--- src/rtl/mips_regs_pkg.sv ---
// Shared constants and types for the MIPS general-purpose register file and the
// write-register-address selector that feeds it.
package mips_regs_pkg;

    localparam int unsigned REG_IDX_W      = 5;
    localparam int unsigned NUM_REGS       = 32;
    localparam int unsigned DATA_W_DEFAULT = 32;

    typedef logic [REG_IDX_W-1:0] reg_idx_t;

    localparam reg_idx_t REG_ZERO = 5'd0;
    localparam reg_idx_t REG_SP   = 5'd29;
    localparam reg_idx_t REG_RA   = 5'd31;

    localparam logic [DATA_W_DEFAULT-1:0] SP_RESET_DEFAULT = 32'd227;

    // Source selection used by the upstream write-register-address mux.
    typedef enum logic [1:0] {
        WrSelRt,
        WrSelRd,
        WrSelRa,
        WrSelSp
    } wr_sel_e;

    function automatic reg_idx_t wr_sel_idx(wr_sel_e sel, reg_idx_t rt, reg_idx_t rd);
        reg_idx_t idx;
        unique case (sel)
            WrSelRt: idx = rt;
            WrSelRd: idx = rd;
            WrSelRa: idx = REG_RA;
            WrSelSp: idx = REG_SP;
            default: idx = REG_ZERO;
        endcase
        return idx;
    endfunction

    function automatic logic is_zero_idx(reg_idx_t idx);
        return idx == REG_ZERO;
    endfunction

endpackage

--- src/rtl/reg_bank_wr_if.sv ---
// Write port and two read ports of the register bank, grouped as one bundle.
interface reg_bank_wr_if
    import mips_regs_pkg::*;
#(
    parameter int unsigned DATA_W = 32
);

    logic              wr_en;
    reg_idx_t          wr_addr;
    logic [DATA_W-1:0] wr_data;
    reg_idx_t          rd_addr_a;
    reg_idx_t          rd_addr_b;
    logic [DATA_W-1:0] rd_data_a;
    logic [DATA_W-1:0] rd_data_b;
    logic              wr_ack;

    modport master (
        output wr_en,
        output wr_addr,
        output wr_data,
        output rd_addr_a,
        output rd_addr_b,
        input  rd_data_a,
        input  rd_data_b,
        input  wr_ack
    );

    modport slave (
        input  wr_en,
        input  wr_addr,
        input  wr_data,
        input  rd_addr_a,
        input  rd_addr_b,
        output rd_data_a,
        output rd_data_b,
        output wr_ack
    );

endinterface

--- src/rtl/reg_rd_port.sv ---
// One combinational read port: $zero forcing, then optional same-cycle
// write-data bypass, otherwise the stored register value.
module reg_rd_port
    import mips_regs_pkg::*;
#(
    parameter int unsigned DATA_W = 32,
    parameter bit          BYPASS = 1'b1
) (
    input  reg_idx_t          rd_addr_i,
    input  logic              wr_en_i,
    input  reg_idx_t          wr_addr_i,
    input  logic [DATA_W-1:0] wr_data_i,
    input  logic [DATA_W-1:0] reg_val_i,
    output logic [DATA_W-1:0] rd_data_o
);

    logic bypass_hit;

    always_comb begin
        bypass_hit = BYPASS && wr_en_i && (wr_addr_i == rd_addr_i);
        rd_data_o  = reg_val_i;
        if (is_zero_idx(rd_addr_i)) begin
            rd_data_o = '0;
        end else if (bypass_hit) begin
            rd_data_o = wr_data_i;
        end
    end

endmodule

--- src/rtl/reg_bank_wr.sv ---
// 32 x DATA_W MIPS register bank: one decoded write per clock, two
// combinational read ports, $zero hardwired and $sp preset on reset.
module reg_bank_wr
    import mips_regs_pkg::*;
#(
    parameter int unsigned       DATA_W   = 32,
    parameter logic [DATA_W-1:0] SP_RESET = DATA_W'(SP_RESET_DEFAULT),
    parameter bit                BYPASS   = 1'b1
) (
    input  logic          clk,
    input  logic          reset_n,
    reg_bank_wr_if.slave  bus
);

    logic [DATA_W-1:0]   regs_q [NUM_REGS];
    logic [DATA_W-1:0]   regs_d [NUM_REGS];
    logic [NUM_REGS-1:0] wr_dec;
    logic                wr_fire;
    logic                wr_ack_q;
    logic                wr_ack_d;
    logic                rd_wr_en;

    // Writes to $zero are dropped here so neither storage nor wr_ack sees them.
    always_comb begin
        wr_fire = bus.wr_en && !is_zero_idx(bus.wr_addr);
        wr_dec  = '0;
        if (wr_fire) begin
            wr_dec[bus.wr_addr] = 1'b1;
        end
    end

    always_comb begin
        for (int i = 0; i < NUM_REGS; i++) begin
            regs_d[i] = wr_dec[i] ? bus.wr_data : regs_q[i];
        end
        regs_d[REG_ZERO] = '0;
        wr_ack_d         = wr_fire;
    end

    always_ff @(posedge clk or negedge reset_n) begin
        if (!reset_n) begin
            for (int i = 0; i < NUM_REGS; i++) begin
                regs_q[i] <= (i == int'(REG_SP)) ? SP_RESET : '0;
            end
            wr_ack_q <= 1'b0;
        end else begin
            for (int i = 0; i < NUM_REGS; i++) begin
                regs_q[i] <= regs_d[i];
            end
            wr_ack_q <= wr_ack_d;
        end
    end

    assign bus.wr_ack = wr_ack_q;

    // While reset is held the read ports show reset contents, never bypassed data.
    assign rd_wr_en = bus.wr_en && reset_n;

    reg_rd_port #(
        .DATA_W (DATA_W),
        .BYPASS (BYPASS)
    ) u_rd_port_a (
        .rd_addr_i (bus.rd_addr_a),
        .wr_en_i   (rd_wr_en),
        .wr_addr_i (bus.wr_addr),
        .wr_data_i (bus.wr_data),
        .reg_val_i (regs_q[bus.rd_addr_a]),
        .rd_data_o (bus.rd_data_a)
    );

    reg_rd_port #(
        .DATA_W (DATA_W),
        .BYPASS (BYPASS)
    ) u_rd_port_b (
        .rd_addr_i (bus.rd_addr_b),
        .wr_en_i   (rd_wr_en),
        .wr_addr_i (bus.wr_addr),
        .wr_data_i (bus.wr_data),
        .reg_val_i (regs_q[bus.rd_addr_b]),
        .rd_data_o (bus.rd_data_b)
    );

endmodule

--- src/flat_wrapper.sv ---
// flat-port wrapper written by rule: the top's interface ports become plain ports
module reg_bank_wr_flat import mips_regs_pkg::*;
#(
    parameter int unsigned       DATA_W   = 32,
    parameter logic [DATA_W-1:0] SP_RESET = DATA_W'(SP_RESET_DEFAULT),
    parameter bit                BYPASS   = 1'b1
)
  (clk, reset_n, bus_wr_en, bus_wr_addr, bus_wr_data, bus_rd_addr_a, bus_rd_addr_b, bus_rd_data_a, bus_rd_data_b, bus_wr_ack);
  reg_bank_wr_if #(.DATA_W(DATA_W)) bus_i ();
  input  logic clk;
  input  logic reset_n;
  input wire logic [$bits(bus_i.wr_en)-1:0] bus_wr_en;
  input wire logic [$bits(bus_i.wr_addr)-1:0] bus_wr_addr;
  input wire logic [$bits(bus_i.wr_data)-1:0] bus_wr_data;
  input wire logic [$bits(bus_i.rd_addr_a)-1:0] bus_rd_addr_a;
  input wire logic [$bits(bus_i.rd_addr_b)-1:0] bus_rd_addr_b;
  output wire logic [$bits(bus_i.rd_data_a)-1:0] bus_rd_data_a;
  output wire logic [$bits(bus_i.rd_data_b)-1:0] bus_rd_data_b;
  output wire logic [$bits(bus_i.wr_ack)-1:0] bus_wr_ack;
  assign bus_i.wr_en = bus_wr_en;
  assign bus_i.wr_addr = bus_wr_addr;
  assign bus_i.wr_data = bus_wr_data;
  assign bus_i.rd_addr_a = bus_rd_addr_a;
  assign bus_i.rd_addr_b = bus_rd_addr_b;
  assign bus_rd_data_a = bus_i.rd_data_a;
  assign bus_rd_data_b = bus_i.rd_data_b;
  assign bus_wr_ack = bus_i.wr_ack;
  reg_bank_wr #(.DATA_W(DATA_W), .SP_RESET(SP_RESET), .BYPASS(BYPASS)) u_core (.clk(clk), .reset_n(reset_n), .bus(bus_i));
endmodule
--- config.mk ---
export PLATFORM = sky130hd
export DESIGN_NAME = reg_bank_wr_flat
export DESIGN_NICKNAME = d
export VERILOG_FILES = /design/src/rtl/mips_regs_pkg.sv /design/src/rtl/reg_bank_wr_if.sv /design/src/rtl/reg_rd_port.sv /design/src/rtl/reg_bank_wr.sv /design/src/flat_wrapper.sv
export SDC_FILE = /design/constraint.sdc
export NUM_CORES = 2
export LEC_CHECK = 0
export CORE_MARGIN = 2
export CORE_UTILIZATION = 55
export DETAILED_ROUTE_END_ITERATION = 7
export PLACE_DENSITY = 0.75
export SLEW_MARGIN = 20
export SYNTH_ARGS = -nofsm -noshare
export SYNTH_HDL_FRONTEND = slang
export SYNTH_HIERARCHICAL = 1
export SYNTH_SLANG_ARGS = --single-unit
--- constraint.sdc ---
create_clock -name clk -period 1.95 [get_ports clk]
set_input_delay 0.195 -clock clk [delete_from_list [all_inputs] [get_ports clk]]
set_output_delay 0.195 -clock clk [all_outputs]
set_load 0.05 [all_outputs]
==> flow_summary.toml <==
[outcome]
status = "complete, but fails checks"
failed_checks = "setup timing"

[floorplanning]
die_width_um = 319
core_area_mm2 = 0.0983
initial_utilization = 0.554
io_pins = 115
die_h_um = 319
row_count = 115
dieArea_mm2 = 0.102

[synthesis]
synth_compound_area_frac = 0.0676
ys_types = 34
synthMuxAreaShare = 0.413
ys_top_cells_by_area = "dfrtp_1 (45%), mux2_2 (22%), mux4_2 (16%)"
synth-simple-area-share = 0.0266
synthAdderAreaFrac = 0
syn-num-nets = 3897
ys_ff_latch = 993
yosysWarnings = 6
synthFlopType = "dfrtp_1"
synth_top_family_by_area = "multiplexers"
ys_async_sr_fraction = 1.00
synth_edf_count = 0
ys_seq_area_frac = 0.456
synthXorXnorAreaFrac = 0.00161
synth.largest_area_cell = "dfrtp_1"
synth_top_area_frac = 0.454
syn_area_mm2 = 0.0545
syn_inst = 3847
synth.avg_cell_area_um2 = 14.2

[global_route]
grt_antenna_before_repair = 3
grt_usage = 0.350
grt_pass1_wl_um = 265000
grt_pass1_vias = 40600
grt_max_degree = 143
overflow = 0

[timing]
setup_viol = 64
setup_ws_ns = -0.868
drv_slew = 0
fmax_mhz = 355
setup-tns-final_ns = -44.30
hold_viol = 0
holdWs_ns = 0.192
period_share = 1.45
worst_pin_slew_ns = 0.838
fin_crit_ns = 2.82
max_slew_margin = 0.441
grt_setup_unrepaired = "true"
skew_ns = 0

[worst_setup_path]
cp.arrival_ns = 2.62
cp.required_ns = 1.75
r2r-end = "u_core/regs_q[1]$_DFFE_PN0P_"
r2r_start = "u_core/regs_q[1]$_DFFE_PN0P_"
path_max_fanout = 2
start_kind = "register"
path_class = "reg -> out"
r2r_cells = 3
cp-end-kind = "output port"
timing.reg2reg.setup_slack_ns = 0.94

[placement]
place.gp.congestion = 0.912
dp_hpwl_um = 118000
placed_area_mm2 = 0.0624
post-place-ws_ns = -0.878
port_buffers = 114
place_inst = 5361

[routing]
detail-route-antenna-nets = 0
routed_via_density = 7.02
vias = 39000
drt_iter0_markers = 4270
drc = 0
wl_per_cell_um = 31.9
totalWireLength_um = 177000
dr.pass1.iters = 6

[cts]
cts-htree-levels = 3
cts_sinks = 993
clk_pin_slew_ns = 0.06
cts_tree = "yes"
cts_buffer_depth = 3
clkLatencyLatePin_ns = 0.67
numCtsBuffers = 103
root_buffer = "clkbuf_16"

[power_and_ir_drop]
irDropWorstVdd_mv = 0.764
power.leakage_nw = 29.2
finalPower_mw = 64.9
pwr_density_cell_mw_per_mm2 = 963

[worst_hold_path]
hp-class = "in -> async"

[cells_and_area]
final_cells = 5553
drive_gt1_frac = 0.592
stdcell_area_mm2 = 0.0673
final_util = 0.685
syn_to_final_growth_pct = 23.6
fin_nets = 4230

[flow_run]
cap_violations = 0
[worst max-delay path by stage]
| stage | startpoint | end | slack (ns) | depth (start not counted) |
|---|---|---|---|---|
| 2_1_floorplan | bus_rd_addr_b[0] | bus_rd_data_b[23] | -0.06 | 11 |
| 3_3_place_gp | bus_rd_addr_b[1] | bus_rd_data_b[17] | -0.92 | 10 |
| 3_5_place_dp | bus_rd_addr_b[1] | bus_rd_data_b[17] | -0.88 | 10 |
| 4_1_cts | u_core/regs_q[81]$_DFFE_PN0P_ | bus_rd_data_b[17] | -0.87 | 8 |
| 5_1_grt | u_core/regs_q[81]$_DFFE_PN0P_ | bus_rd_data_b[17] | -0.88 | 8 |
| 6_report | u_core/regs_q[81]$_DFFE_PN0P_ | bus_rd_data_b[17] | -0.87 | 8 |
[kinds of logic after synthesis]
group / Yosys count
mux: 1633
flops: 993
compound gates: 512
buf+inv: 430
simple gates: 269
xor+xnor: 10
[final cells by class]
cell class / count / area (µm²)
antenna: 1 / 2.50
clock buffer: 161 / 3080
clock inverter: 29 / 355
fill: 6469 / 31000
inverter: 2 / 7.51
multi-input combinational: 2424 / 29800
sequential: 993 / 24900
tap: 1287 / 1610
timing repair buffer: 656 / 7580
[per-layer routing]
| layer | global-route usage | wire (µm) | vias up |
|---|---|---|---|
| met5 | 0 | 69 | - |
| met2 | 0.535 | 81000 | 2269 |
| met1 | 0.469 | 68000 | 20600 |
| met3 | 0.0987 | 19900 | 531 |
| li1 | - | - | 15600 |
| met4 | 0.157 | 8410 | 6 |
[power by group]
part	leakage, nW	total, mW	internal, mW	switching [mW]
Combinational	14.8	17.0	9.59	7.37
Sequential	12.7	27.7	24.7	3.06
Clock	1.67	20.2	11.7	8.42
Total	29.2	64.9	46.0	18.9
[worst max-delay path, cell delays in order (launching register included)]
cell	delay (ns)
dfrtp_1	0.40
buf_6	0.12
mux4_2	0.47
a22o_1	0.25
o21ai_2	0.21
o31ai_4	0.16
nand2_2	0.11
o21ai_4	0.06
buf_12	0.15
[flip-flops by register name, summed over array words and instances, names as in the netlist]
name and cells:
u_core/bus.wr_ack 1, u_core/regs_q 992
[synthesized netlist by cell type (all sizes together), types with 2 or more instances]
| master | n |
|---|---|
| and2 | 72 |
| clkbuf | 230 |
| nor2 | 22 |
| nand4 | 64 |
| nand2 | 86 |
| mux2 | 1055 |
| dfrtp | 988 |
| o31ai | 64 |
| buf | 198 |
| nand2b | 2 |
| nand3 | 2 |
| nor2b | 6 |
| dfstp | 5 |
| o21ai | 128 |
| a22o | 191 |
| nand3b | 4 |
| a211oi | 64 |
| xor2 | 8 |
| o22ai | 64 |
| inv | 2 |
| nor3b | 3 |
| nor3 | 3 |
| xnor2 | 2 |
| mux4 | 384 |
| mux2i | 194 |
| nor4 | 2 |
[timing repair]
item                                    CTS  global route
cloned                                    0             0
resized for setup                       255            62
buffers inserted                         19             6
hold buffers                              1             0
endpoints found under the hold margin   198             0
endpoints found under the setup margin   65            64
pin swaps                               197            77
[cells in the final DEF, fill, tap and decap left out, types with 61 or more instances in the layout]
| master | count |
|---|---|
| a22o_1 | 188 |
| and2_1 | 61 |
| buf_12 | 179 |
| buf_4 | 363 |
| buf_6 | 64 |
| clkbuf_16 | 106 |
| dfrtp_1 | 988 |
| mux2_2 | 1055 |
| mux2i_1 | 189 |
| mux4_2 | 384 |
| nand4_1 | 64 |
| o21ai_4 | 75 |
| o22ai_1 | 64 |
No activity file was read; power rests on OpenSTA's default activity.
